===== src/rtl/alu_share_arbiter.sv =====
`default_nettype none
// ============================================================================
// Module   : alu_share_arbiter
// Brief    : Round-robin time-sharing of one combinational ALU between two
//            requesters; latch operands, execute one cycle, return result.
// Revision : 1.0  initial release
// ============================================================================
module alu_share_arbiter #(
  parameter int WIDTH = 32,
  parameter int OPW   = 3
) (
  input  logic             clk,
  input  logic             reset,
  input  logic             req0,
  input  logic             req1,
  input  logic [OPW-1:0]   op0,
  input  logic [OPW-1:0]   op1,
  input  logic [WIDTH-1:0] a0,
  input  logic [WIDTH-1:0] a1,
  input  logic [WIDTH-1:0] b0,
  input  logic [WIDTH-1:0] b1,
  output logic             gnt0,
  output logic             gnt1,
  output logic             done0,
  output logic             done1,
  output logic [WIDTH-1:0] result,
  output logic             zero,
  output logic             busy,
  output logic [OPW-1:0]   alu_op,
  output logic [WIDTH-1:0] alu_a,
  output logic [WIDTH-1:0] alu_b,
  input  logic [WIDTH-1:0] alu_result,
  input  logic             alu_zero
);

  typedef enum logic [1:0] {
    ST_IDLE = 2'd0,
    ST_EXEC = 2'd1,
    ST_DONE = 2'd2
  } state_t;

  state_t           r_state;
  state_t           w_state_nxt;
  logic             r_winner;
  logic             r_last;
  logic [OPW-1:0]   r_op;
  logic [WIDTH-1:0] r_a;
  logic [WIDTH-1:0] r_b;
  logic [WIDTH-1:0] r_result;
  logic             r_zero;
  logic             w_pick;
  logic             w_start;

  always_ff @(posedge clk) begin
    if (reset) begin
      r_state <= ST_IDLE;
    end else begin
      r_state <= w_state_nxt;
    end
  end

  always_comb begin
    w_state_nxt = r_state;
    gnt0        = 1'b0;
    gnt1        = 1'b0;
    done0       = 1'b0;
    done1       = 1'b0;
    busy        = 1'b0;
    w_start     = 1'b0;
    // A lone requester always wins; on a tie the one not served last wins.
    w_pick      = ~r_last;
    if (req0 && !req1) begin
      w_pick = 1'b0;
    end else if (!req0 && req1) begin
      w_pick = 1'b1;
    end
    case (r_state)
      ST_IDLE: begin
        if (req0 || req1) begin
          w_start     = 1'b1;
          w_state_nxt = ST_EXEC;
        end
      end
      ST_EXEC: begin
        gnt0        = ~r_winner;
        gnt1        = r_winner;
        busy        = 1'b1;
        w_state_nxt = ST_DONE;
      end
      ST_DONE: begin
        done0       = ~r_winner;
        done1       = r_winner;
        busy        = 1'b1;
        w_state_nxt = ST_IDLE;
      end
      default: begin
        w_state_nxt = ST_IDLE;
      end
    endcase
  end

  always_ff @(posedge clk) begin
    if (reset) begin
      r_winner <= 1'b0;
      r_last   <= 1'b1;
      r_op     <= '0;
      r_a      <= '0;
      r_b      <= '0;
      r_result <= '0;
      r_zero   <= 1'b0;
    end else begin
      // Operands are frozen here so requester changes during EXEC are ignored.
      if (w_start) begin
        r_winner <= w_pick;
        r_op     <= w_pick ? op1 : op0;
        r_a      <= w_pick ? a1  : a0;
        r_b      <= w_pick ? b1  : b0;
      end
      if (r_state == ST_EXEC) begin
        r_result <= alu_result;
        r_zero   <= alu_zero;
      end
      if (r_state == ST_DONE) begin
        r_last <= r_winner;
      end
    end
  end

  assign alu_op = r_op;
  assign alu_a  = r_a;
  assign alu_b  = r_b;
  assign result = r_result;
  assign zero   = r_zero;

endmodule
`default_nettype wire


===== config.mk =====
export PLATFORM = sky130hd
export DESIGN_NAME = alu_share_arbiter
export DESIGN_NICKNAME = d
export VERILOG_FILES = /design/src/rtl/alu_share_arbiter.sv
export SDC_FILE = /design/constraint.sdc
export NUM_CORES = 1
export LEC_CHECK = 0
export ABC_AREA = 0
export CORE_UTILIZATION = 35
export DETAILED_ROUTE_END_ITERATION = 16
export PLACE_DENSITY_LB_ADDON = 0.1
export SLEW_MARGIN = 15
export SYNTH_ARGS = -nofsm -noshare
export SYNTH_HDL_FRONTEND = slang
export SYNTH_SLANG_ARGS = --single-unit

===== constraint.sdc =====
create_clock -name clk -period 2.1 [get_ports clk]
set_clock_uncertainty 0.2 [all_clocks]
set_input_delay 0.315 -clock clk [delete_from_list [all_inputs] [get_ports clk]]
set_output_delay 0.315 -clock clk [all_outputs]
set_load 0.02 [all_outputs]

==> reports/qor.txt <==
Ant. Diodes: 0
Reg2Reg Depth: 6
final instance area: 0.008023 sq mm
Layout Area Growth over Synthesis: 62.91%
endpoint required time on the critical path: 2.12 ns
commonest cells in the netlist: a2111oi_0, dfxtp_1, nor2_1
Hold Buf Count CTS: 0
Post-Syn Area per Cell: 9.053 sq um
worst min path class: input port to flip-flop
global-route wire length before repair: 28,190 um
Syn Inst Count: 544
Final Util: 59.40%
Synth top area share: 42.28%
Total Power: 5.887 mW
Worst Hold Margin: 0.1344 ns
Max FO, Critical Path: 108
Detail Route Antenna Nets: 0
top-count cell post-synth: a2111oi_0
Critical Path Max Stage Delay: 0.49 ns
RD Place Congestion: 0.7612
Crit Reg-Reg Startpoint: r_state[1]$_SDFFE_PP0P_
gr usage total: 24.59%
Initial Util: 36.46%
HPWL after DPL: 12,390 um
Ys Warns: 0
Crit path max-delay family: compound AO/OA/AOI/OAI gates
H-tree depth: 3
Mapped Area: 0.004925 sq mm
flops & latches, synth: 104
synth top area cells: dfxtp_1, a2111oi_0, nor4_1, nor2_1, mux2i_1
sequential fraction of the synthesis area: 42.28%
Worst Slack Setup Final: 0.08247 ns
Tcrit/Tclk final: 96.07%
pre-CTS setup slack: 0.08217 ns
CP endpoint kind: flip-flop
Avg WL per Cell: 19.55 um
Worst EP arrival: 2.03 ns
crit path cell chain: inv_1 > ha_1 > clkinv_2 > buf_12 > a2111oi_0 > nor4_1
Ports: 276
# DRC: 0
CTS Buf Count: 9
Via Count: 5,608
Die ar.: 0.01455 sq mm
GRT overflow: 0
Die H: 120.6 um
Nets: 946
Clock Sink Count: 104
clock root cell: clkbuf_16
CP startpoint: r_state[1]$_SDFFE_PP0P_
net count after synthesis: 719
critical path class: flip-flop to flip-flop
PwrDens: 733.8 mW/mm^2
Distinct cells, synth: 24
CP Depth: 6
final WL: 18,620 um
asr flop ratio synth: 0%
layout cells sized above 1: 6.314%
# rows: 42
EDFF count, synth: 0
RSZ-0062 raised after global routing: yes
max_slew headroom: 52.02%
Hold Fails Final Rpt: 0
pin count of the biggest net entering global routing: 109
Worst Setup Start Kind: flip-flop
Pins Over Slew Limit: 0
crit path time final: 2.018 ns
Detailed Route Iter0 Violations: 596
core area: 0.01351 sq mm
vias in the first global route: 5,361
placed inst area: 0.007731 sq mm
Max Clk Rate: 495.7 MHz
die width: 120.6 um
outcome: finished, final reports clean
Vias/cell: 5.891
Critical Path Sink: alu_b[7]$_SDFFE_PP0P_
Max Root-Sink Buffers: 2
First-pass DRT Iterations: 4
worst flop-to-flop path endpoint: alu_b[7]$_SDFFE_PP0P_
Worst R2R Setup Slack: 0.08 ns
Synth area leader: dfxtp_1
Clock Latency Late Sink: 0.34 ns
clock-pin slew on the worst setup and hold paths: 0.07 ns
Critical path buffers and inverters: 3
Leak: 2.728 nW
slew at the pin closest to its max-slew limit: 0.7197 ns
Critical Path Slowest Stage Cell: a2111oi_0
Final setup violation count: 0
Synth Flop Type: dfxtp_1
initial antenna violation count: 0
TritonCTS clock tree: yes
Worst VDD drop: 0.3797 mV
# port buffers: 275
Max Cap Viol: 0
==> worst min path at each step <==
stage / from / endpoint / slack [ns] / cells after the start
2_1_floorplan: alu_result[0] / result[0]$_SDFFE_PP0N_ / 0.26 / 2
3_3_place_gp: result[14]$_SDFFE_PP0N_ / result[14]$_SDFFE_PP0N_ / 0.27 / 2
3_5_place_dp: alu_b[15]$_SDFFE_PP0P_ / alu_b[15]$_SDFFE_PP0P_ / 0.28 / 2
4_1_cts: reset / result[24]$_SDFFE_PP0N_ / 0.13 / 2
5_1_grt: reset / result[26]$_SDFFE_PP0N_ / 0.14 / 2
6_report: reset / result[24]$_SDFFE_PP0N_ / 0.13 / 2
==> per-stage QoR <==
step | instances | setup TNS, ns
3_5_place_dp | 936 | 0
5_1_grt | 952 | -0.04271
2_1_floorplan | 544 | 0
4_1_cts | 952 | 0
6_report | 952 | 0
3_3_place_gp | 936 | 0
==> worst reg2reg max path, cell delays in order, from the launching register on <==
cell       delay (ns)
dfxtp_1          0.33
inv_1            0.11
ha_1             0.27
clkinv_2         0.12
buf_12           0.23
a2111oi_0        0.55
nor4_1           0.09
==> flip-flops by register name, indices dropped and copies added (netlist names) <==
register and cells:
alu_b 32, r_winner 1, r_last 1, alu_a 32, r_state 2, result 32
alu_op 3, zero 1
==> layer usage <==
layer  global-route usage, %  up-vias  wire length, um
li1                        -     2622                -
met1                   29.90     2618             7531
met2                   40.45      322             8904
met3                   6.038       46             1546
met4                   12.04        0              633
met5                       0        -                0
==> layout make-up <==
cell class	count	area, sq um
fillers	1208	5483
repair buffers	297	2949
multi-input cells	352	2452
flip-flops and latches	104	2083
clock buffers	10	239.0
well taps	176	220.2
clock inverters	6	51.30
inverters	7	27.53
==> cells by family (layout without fill, tap and decap cells) <==
group / after synthesis / count (layout) / synth area share, %
AND/OR/NAND/NOR: 175 / 175 / 16.95
AO/OA/AOI/OAI: 140 / 140 / 24.90
flip-flops: 104 / 104 / 42.28
buffers and inverters: 88 / 320 / 8.155
multiplexers: 33 / 33 / 6.707
adder cells (fa/ha/maj): 4 / 4 / 1.016
==> cell usage in the layout, fill, tap and decap left out, drive strengths merged <==
cell type,instances
buf,25
inv,8
ha,4
dfxtp,104
nand2,2
and2,2
a21oi,1
dlygate4sd2,5
clkinv,2
a311oi,1
nor2,102
clkdlybuf4s50,267
nor2b,1
mux2i,33
a32oi,1
o21a,1
o31ai,1
a211o,1
a2111oi,134
clkinvlp,3
nand4,1
nor4,67
clkbuf,10
==> timing repair <==
action,4_1_cts,5_1_grt
pin swaps,0,0
setup endpoints to repair,5,11
gates resized for setup,5,6
setup buffers,0,0
==> report_power, final <==
part	leakage (nW)	internal [mW]	switching [mW]
sequential	0.860	2.20	0.124
combinational	1.73	0.926	1.00
clock	0.133	0.852	0.787
total	2.73	3.98	1.91
(Power assumes the default switching activity.)
